`config.mk`:
```
export PLATFORM = sky130hd
export DESIGN_NAME = fp_mul_round
export DESIGN_NICKNAME = d
export VERILOG_FILES = /design/src/rtl/fp_pkg.sv /design/src/rtl/fp_rne_round.sv /design/src/rtl/fp_mul_round.sv
export SDC_FILE = /design/constraint.sdc
export NUM_CORES = 1
export LEC_CHECK = 0
export ABC_AREA = 0
export BUFFER_PORTS_ARGS = -buffer_cell sky130_fd_sc_hd__buf_2
export CORE_MARGIN = 2
export CORE_UTILIZATION = 59
export DETAILED_ROUTE_END_ITERATION = 10
export PLACE_DENSITY = 0.89
export SLEW_MARGIN = 5
export SYNTH_ARGS = -nofsm -noshare
export SYNTH_HDL_FRONTEND = slang
export SYNTH_HIERARCHICAL = 1
export SYNTH_SLANG_ARGS = --single-unit
```
`constraint.sdc`:
```
create_clock -name clk -period 6.3 [get_ports clk]
set_clock_uncertainty 0.15 [all_clocks]
set_input_delay 0.315 -clock clk [delete_from_list [all_inputs] [get_ports clk]]
set_output_delay 0.315 -clock clk [all_outputs]
set_load 0.005 [all_outputs]
```
`src/rtl/fp_pkg.sv`:
```
// Shared FP32 constants, field records and rounding helper for the FP datapath.
package fp_pkg;

   localparam int          FP_EXP_W      = 10;
   localparam int          FP32_BIAS     = 127;
   localparam logic [7:0]  FP32_EXP_MAX  = 8'hFE;
   localparam logic [22:0] FP32_FRAC_MAX = 23'h7FFFFF;

   typedef struct packed {
      logic        sign;
      logic [7:0]  exp;
      logic [22:0] frac;
   } fp32_t;

   typedef struct packed {
      logic                       sign;
      logic                       zero;
      logic signed [FP_EXP_W-1:0] exp;
      logic [22:0]                frac;
      logic                       guard;
      logic                       sticky;
   } s1_rec_t;

   // Round-to-nearest-even increment decision.
   function automatic logic rne_incr(input logic lsb, input logic guard, input logic sticky);
      return guard & (sticky | lsb);
   endfunction

endpackage

```
`src/rtl/fp_rne_round.sv`:
```
// Combinational round-to-nearest-even and pack of a normalized record into FP32,
// with saturate-on-overflow and flush-on-underflow.
module fp_rne_round
   import fp_pkg::*;
(
   input  s1_rec_t rec,
   output fp32_t   result,
   output logic    ovf,
   output logic    unf,
   output logic    inexact
);

   localparam logic signed [FP_EXP_W-1:0] EXP_OVF  = FP_EXP_W'(255);
   localparam logic signed [FP_EXP_W-1:0] EXP_ZERO = FP_EXP_W'(0);

   logic [23:0]                frac_sum;
   logic signed [FP_EXP_W-1:0] exp_r;

   // Increment, absorb a carry-out into the exponent, then classify by priority.
   always_comb begin
      frac_sum = {1'b0, rec.frac} + {23'd0, rne_incr(rec.frac[0], rec.guard, rec.sticky)};
      exp_r    = rec.exp + (frac_sum[23] ? FP_EXP_W'(1) : FP_EXP_W'(0));
      result   = '0;
      ovf      = 1'b0;
      unf      = 1'b0;
      inexact  = rec.guard | rec.sticky;
      if (rec.zero) begin
         result  = {rec.sign, 31'd0};
         inexact = 1'b0;
      end else if (exp_r >= EXP_OVF) begin
         result = {rec.sign, FP32_EXP_MAX, FP32_FRAC_MAX};
         ovf    = 1'b1;
      end else if (exp_r <= EXP_ZERO) begin
         result = {rec.sign, 31'd0};
         unf    = 1'b1;
      end else begin
         result = {rec.sign, exp_r[7:0], frac_sum[22:0]};
      end
   end

endmodule

```
`src/rtl/fp_mul_round.sv`:
```
// Two-stage normalize/round stage behind the FP32 mantissa multiplier, with a
// valid/ready handshake that lets the downstream controller stall it.
module fp_mul_round
   import fp_pkg::*;
#(
   parameter int EXP_W = FP_EXP_W,
   parameter int BIAS  = FP32_BIAS
) (
   input  logic        clk,
   input  logic        reset,
   input  logic        in_valid,
   output logic        in_ready,
   input  logic        in_sign,
   input  logic [8:0]  in_exp_sum,
   input  logic [47:0] in_prod,
   input  logic        in_zero,
   output logic        out_valid,
   input  logic        out_ready,
   output logic [31:0] out_result,
   output logic        out_ovf,
   output logic        out_unf,
   output logic        out_inexact
);

   s1_rec_t            s1_rec;
   s1_rec_t            s1_next;
   logic               s1_valid;
   logic               s2_valid;
   logic               s2_en;
   logic [EXP_W-1:0]   exp_calc;
   fp32_t              rnd_result;
   logic               rnd_ovf;
   logic               rnd_unf;
   logic               rnd_inexact;
   fp32_t              s2_result;

   assign s2_en    = !s2_valid | out_ready;
   assign in_ready = !s1_valid | s2_en;

   // Normalize: a product in [2,4) shifts one place further and bumps the exponent.
   always_comb begin
      exp_calc       = EXP_W'(in_exp_sum) - EXP_W'(in_prod[47] ? BIAS - 1 : BIAS);
      s1_next        = '0;
      s1_next.sign   = in_sign;
      s1_next.zero   = in_zero;
      s1_next.exp    = FP_EXP_W'(exp_calc);
      if (in_prod[47]) begin
         s1_next.frac   = in_prod[46:24];
         s1_next.guard  = in_prod[23];
         s1_next.sticky = |in_prod[22:0];
      end else begin
         s1_next.frac   = in_prod[45:23];
         s1_next.guard  = in_prod[22];
         s1_next.sticky = |in_prod[21:0];
      end
   end

   // Stage 1 register: accepts whenever it is empty or stage 2 can take its contents.
   always_ff @(posedge clk or negedge reset) begin
      if (!reset) begin
         s1_valid <= 1'b0;
         s1_rec   <= '0;
      end else if (in_ready) begin
         s1_valid <= in_valid;
         if (in_valid) begin
            s1_rec <= s1_next;
         end
      end
   end

   fp_rne_round u_round (
      .rec     (s1_rec),
      .result  (rnd_result),
      .ovf     (rnd_ovf),
      .unf     (rnd_unf),
      .inexact (rnd_inexact)
   );

   // Stage 2 register: outputs only change on a real load so stalls hold them steady.
   always_ff @(posedge clk or negedge reset) begin
      if (!reset) begin
         s2_valid    <= 1'b0;
         s2_result   <= '0;
         out_ovf     <= 1'b0;
         out_unf     <= 1'b0;
         out_inexact <= 1'b0;
      end else if (s2_en) begin
         s2_valid <= s1_valid;
         if (s1_valid) begin
            s2_result   <= rnd_result;
            out_ovf     <= rnd_ovf;
            out_unf     <= rnd_unf;
            out_inexact <= rnd_inexact;
         end
      end
   end

   assign out_valid  = s2_valid;
   assign out_result = s2_result;

endmodule

```
=== After elaboration in Yosys (flattened, before gate mapping) ===
Index checks and enable logic that the tools add are counted.

* Bits in registers: 74
* Output and inout port bits: 37
* Word-level logic and storage cells: 42

* $add $sub $neg: 3
* Magnitude comparators: 2
* Mux-type cells: 12
* Bitwise logic cells: 5
* Reduce and logical (&&, ||, !) cells: 6

{| class="wikitable"
|+ Operators with widths
! cell !! number
|-
| 2-to-1 mux 31 bit || 3
|-
| 2-to-1 mux 25 bit || 1
|-
| adder 23 x 1 -> 24 bit || 1
|-
| OR reduction 23 bit || 1
|-
| OR reduction 22 bit || 1
|-
| adder 10 bit || 1
|-
| greater-or-equal comparator 10 x 9 -> 1 bit (second input constant) || 1
|-
| less-or-equal comparator 10 x 1 -> 1 bit (second input constant) || 1
|-
| subtractor 9 x 7 -> 10 bit || 1
|-
| 2-to-1 mux 1 bit || 8
|-
| bitwise OR 1 bit || 4
|-
| AND reduction 2 bit || 2
|-
| logical NOT 1 bit || 2
|-
| AND 1 bit || 1
|}

=== Depth between registers and ports, before layout ===
* Depth in word-level cells: 9
* Depth in mapped cells: 13

=== Modules after synthesis ===
The synthesis kept the hierarchy.

{| class="wikitable"
|+ Modules (own cells, without submodules)
! module !! instances !! cells each !! area each (sq um) !! seq. area each (sq um)
|-
| fp_mul_round || 1 || 264 || 3,264.4 || 1,851.8
|-
| fp_rne_round || 1 || 188 || 1,151.1 || 0.0
|}

=== Least setup slack after synthesis ===
Ideal clock, no wire load.

* Path kind: reg2reg
* Start: register s1_rec[4] (netlist bit)
* End: register s2_result (netlist bit out_result[20])
* Library setup time: 0.125 ns
* Arrival time: 2.952 ns
* Path slack: 3.073 ns
* Cell stages (with the launch flop): 13
* Path buffers: 1
* Period minus slack after synthesis: 3.227 ns
* Cell sequence: dfrtp_1 nand4_1 nor4_2 and3_1 ha_1 ha_1 a21boi_1 nor4_2 o211ai_2 clkbuf_1 o22ai_1 a21oi_1 mux2_2

{| class="wikitable"
|+ RTL lines
! element !! line !! RTL
|-
| start, declared || fp_mul_round.sv:25 || <nowiki>s1_rec_t s1_rec;</nowiki>
|-
| start signal, assigned || fp_mul_round.sv:66 || <nowiki>s1_rec <= s1_next;</nowiki>
|-
| end signal, assigned || fp_mul_round.sv:90 || <nowiki>s2_result <= rnd_result;</nowiki>
|-
| end, declared || fp_mul_round.sv:35 || <nowiki>fp32_t s2_result;</nowiki>
|}

==> flow_metrics.env <==
export IMPL_outcome="finished, final reports clean"
export IMPL_max_slew_margin_rel_pct=30.22
export IMPL_period_needed_ps=4328
export IMPL_grt_pass1_vias=3741
export IMPL_clock_sinks=74
export IMPL_p_int_w=0.0009182
export IMPL_p_sw_w=0.0004290
export IMPL_critical_path_class="reg -> reg"
export IMPL_cts_root_buf="clkbuf_8"
export IMPL_hold_path_class="in -> async"
export IMPL_cts_buffer_depth=2
export IMPL_slowest_stage="nor4_2"
export IMPL_mostFrequentLayoutCells="buf_2, dfrtp_1, o21ai_0"
export IMPL_diodes=0
export IMPL_leakage_nw=2.331
export IMPL_cpPeakStageDelay_ps=740
export IMPL_cts_clk_slew_worst_paths_ps=70
export IMPL_max_freq_mhz=231.1
export IMPL_antenna_found_initial=0
export IMPL_num_vias=3899
export IMPL_synth_fp_nets=520
export IMPL_grt_max_degree=75
export IMPL_yosysSeqAreaShare_pct=41.94
export IMPL_r2r_slack_ps=1970
export IMPL_critPathLaunch="s1_rec[5]$_DFFE_PN0P_"
export IMPL_final_nets=604
export IMPL_p_total_w=0.001347
export IMPL_rsz0062_at_grt="false"
export IMPL_critPathArrivalTime_ps=4400
export IMPL_num_rows=31
export IMPL_ctsHtreeMaxLevel=3
export IMPL_hpwlAfterDp_um=7629
export IMPL_cts_tree="done"
export IMPL_cts_made_buffers=9
export IMPL_crit_path_end="out_result[20]$_DFFE_PN0P_"
export IMPL_dieArea_um2=8192
export IMPL_mostFrequentLayoutCell="buf_2"
export IMPL_synth_cell_types=61
export IMPL_end_kind="flip-flop"
export IMPL_worst_slew_pin_slew_ps=1047
export IMPL_fin_setup_tns_ps=0
export IMPL_syn_cell_area_um2=4415
export IMPL_synth_ff_type="dfrtp_1"
export IMPL_drive_above_1_share_pct=31.73
export IMPL_holdBufCountCts=0
export IMPL_peakVddDrop_uv=100.1
export IMPL_port_buffers=99
export IMPL_wirelength_um=10480
export IMPL_p_per_area_nw_per_um2=264.4
export IMPL_synth_seq_cells=74
export IMPL_ant_nets=0
export IMPL_syn2layout_area_growth_pct=15.42
export IMPL_drt_iter0_drc=340
export IMPL_crit_required_ps=6370
export IMPL_reg2regPathDepth=11
export IMPL_synth_edf_count=0
export IMPL_firstDrtPassIters=5
export IMPL_drcViolationCount=0
export IMPL_cts_resized_gates=0
export IMPL_grt_pass1_wl_um=17800
export IMPL_clockPowerShare_pct=24.6
export IMPL_fin_crit_sh_pct=68.70
export IMPL_drv_cap=0
export IMPL_combPwrFrac_pct=27.5
export IMPL_hold_violations=0
export IMPL_async_flop_share_pct=100.0
export IMPL_die_w_um=90.51
export IMPL_boundaryPins=100
export IMPL_grtUsageTotal_pct=26.54
export IMPL_wire_per_inst_um=16.42
export IMPL_timing_rr_start="s1_rec[5]$_DFFE_PN0P_"
export IMPL_viasPerCell=6.111
export IMPL_p_seq_share_pct=47.9
export IMPL_worstPathCellList="nand4_1 -> nor4_2 -> and3_1 -> ha_1 -> ha_1 -> a21boi_1 -> nor4_2 -> o211ai_2 -> o22ai_1 -> a21oi_1 -> mux2_2"
export IMPL_synth_cells=452
export IMPL_yosysWarningCount=6
export IMPL_finalSetupViolations=0
export IMPL_post_cts_repair_setup_buffers=0
export IMPL_path_max_fanout=23
export IMPL_clk_latency_ps=340
export IMPL_core_um2=7253
export IMPL_die_height_um=90.51
export IMPL_initial_core_util_pct=60.88
export IMPL_slew_violations=0
export IMPL_gp_congestion=0.8630
export IMPL_r2r_end="out_result[20]$_DFFE_PN0P_"
export IMPL_grt_overflow_total=0
export IMPL_syn_avg_cell_area_um2=9.769
export IMPL_timing_critical_path_from_type="flip-flop"
export IMPL_switching_share_pct=31.84
[area by class of cell]
type                            count  area [um^2]
Multi-Input combinational cell    333         2361
Fill cell                         569         2157
Sequential cell                    74         1852
Timing Repair Buffer              103        525.5
Clock buffer                       12        165.2
Tap cell                           99        123.9
Inverter                           15        56.30
Clock inverter                      2        12.51
[worst max-delay path, delay by kind of cell, from the launching register on]
family | cells | cell delay [ps]
AO/OA/AOI/OAI | 4 | 980
adder cells (fa/ha/maj) | 2 | 450
flip-flops | 1 | 440
multiplexers | 1 | 320
AND/OR/NAND/NOR | 4 | 1850
[cells in the mapped netlist (2+ instances only)]
master	number	area [um^2]
mux2_2	38	427.9
nand4_1	11	68.82
nand2b_1	5	31.28
a2bb2oi_1	2	17.52
o21ai_0	68	340.3
buf_6	2	22.52
buf_2	13	65.06
o21a_1	5	37.54
and4_1	3	26.28
o211ai_1	2	15.01
xor2_1	11	96.34
inv_2	2	7.510
and3b_1	2	17.52
mux2i_1	24	240.2
nor3_1	10	50.05
dfrtp_1	74	1852
or3_1	2	12.51
buf_4	2	15.01
and2_1	3	18.77
nor2_1	12	45.04
nor4_2	2	25.02
a21o_1	2	15.01
nor3b_1	3	22.52
a21oi_1	28	140.1
nor4_1	10	62.56
ha_1	5	62.56
nand3b_1	3	22.52
clkbuf_1	11	41.29
nand3_1	10	50.05
xnor2_1	11	96.34
a31oi_1	3	18.77
nor3_2	2	20.02
o311a_1	3	30.03
o21ai_1	11	55.05
clkbuf_2	2	10.01
nand2_1	14	52.55
o22ai_1	5	31.28
inv_1	13	48.80
[power by group through the flow]
stage | sequential (W) | clock [W] | combinational, W
after global placement | 0.000646 | 0 | 0.000352
after floorplan | 0.000640 | 0 | 0.000232
after global routing | 0.000662 | 0.000352 | 0.000411
after detailed placement | 0.000654 | 0 | 0.000365
after CTS | 0.000645 | 0.000334 | 0.000370
final | 0.000646 | 0.000331 | 0.000370
[through the flow]
step / hold WS (ps) / setup slack [ps] / cell area [um^2] / util [%] / cells
after floorplan: -130.6 / 3073 / 4415 / - / 452
after global placement: 334.0 / 2387 / 4918 / 67.81 / 624
after detailed placement: 337.3 / 2163 / 4918 / 67.81 / 624
after CTS: 41.12 / 2086 / 5096 / 70.26 / 638
after global routing: 49.44 / 1688 / 5096 / 70.26 / 638
final: 28.89 / 1972 / 5096 / 70.26 / 638
[kinds of logic (layout without fill, tap and decap cells)]
kind of cell             after synthesis  in the layout  share of synthesized area, %
adder cells (fa/ha/maj)                5              5                         1.417
flip-flops                            74             74                         41.94
XOR/XNOR                              22             22                         4.364
buffers and inverters                 45            132                         4.761
multiplexers                          62             62                         15.13
AO/OA/AOI/OAI                        141            141                         18.42
AND/OR/NAND/NOR                      103            103                         13.97
[state kept, by name (all words and copies together), names as in the netlist]
name and count:
out_ovf 1, s1_rec 37, s1_valid 1, out_result 32
out_unf 1, out_valid 1, out_inexact 1
[routing by layer]
layer / wire [um] / GRT usage [%] / vias to the layer above
met3: 772 / 3.840 / 27
met4: 233 / 10.51 / 0
li1: - / - / 1841
met2: 4903 / 42.91 / 194
met1: 4567 / 36.20 / 1837
met5: 0 / 0 / -
[worst min path at each step]
stage | startpoint | end | slack, ps | cells past startpoint
final | reset | s1_rec[11]$_DFFE_PN0P_ | 30 | 2
after global routing | in_sign | s1_rec[36]$_DFFE_PN0P_ | 50 | 2
after CTS | in_sign | s1_rec[36]$_DFFE_PN0P_ | 40 | 2
after detailed placement | out_result[31]$_DFFE_PN0P_ | out_result[31]$_DFFE_PN0P_ | 340 | 1
after global placement | out_unf$_DFFE_PN0P_ | out_unf$_DFFE_PN0P_ | 330 | 1
after floorplan | reset | out_inexact$_DFFE_PN0P_ | -130 | 0
Note: power is estimated with default switching activity, not from simulation.
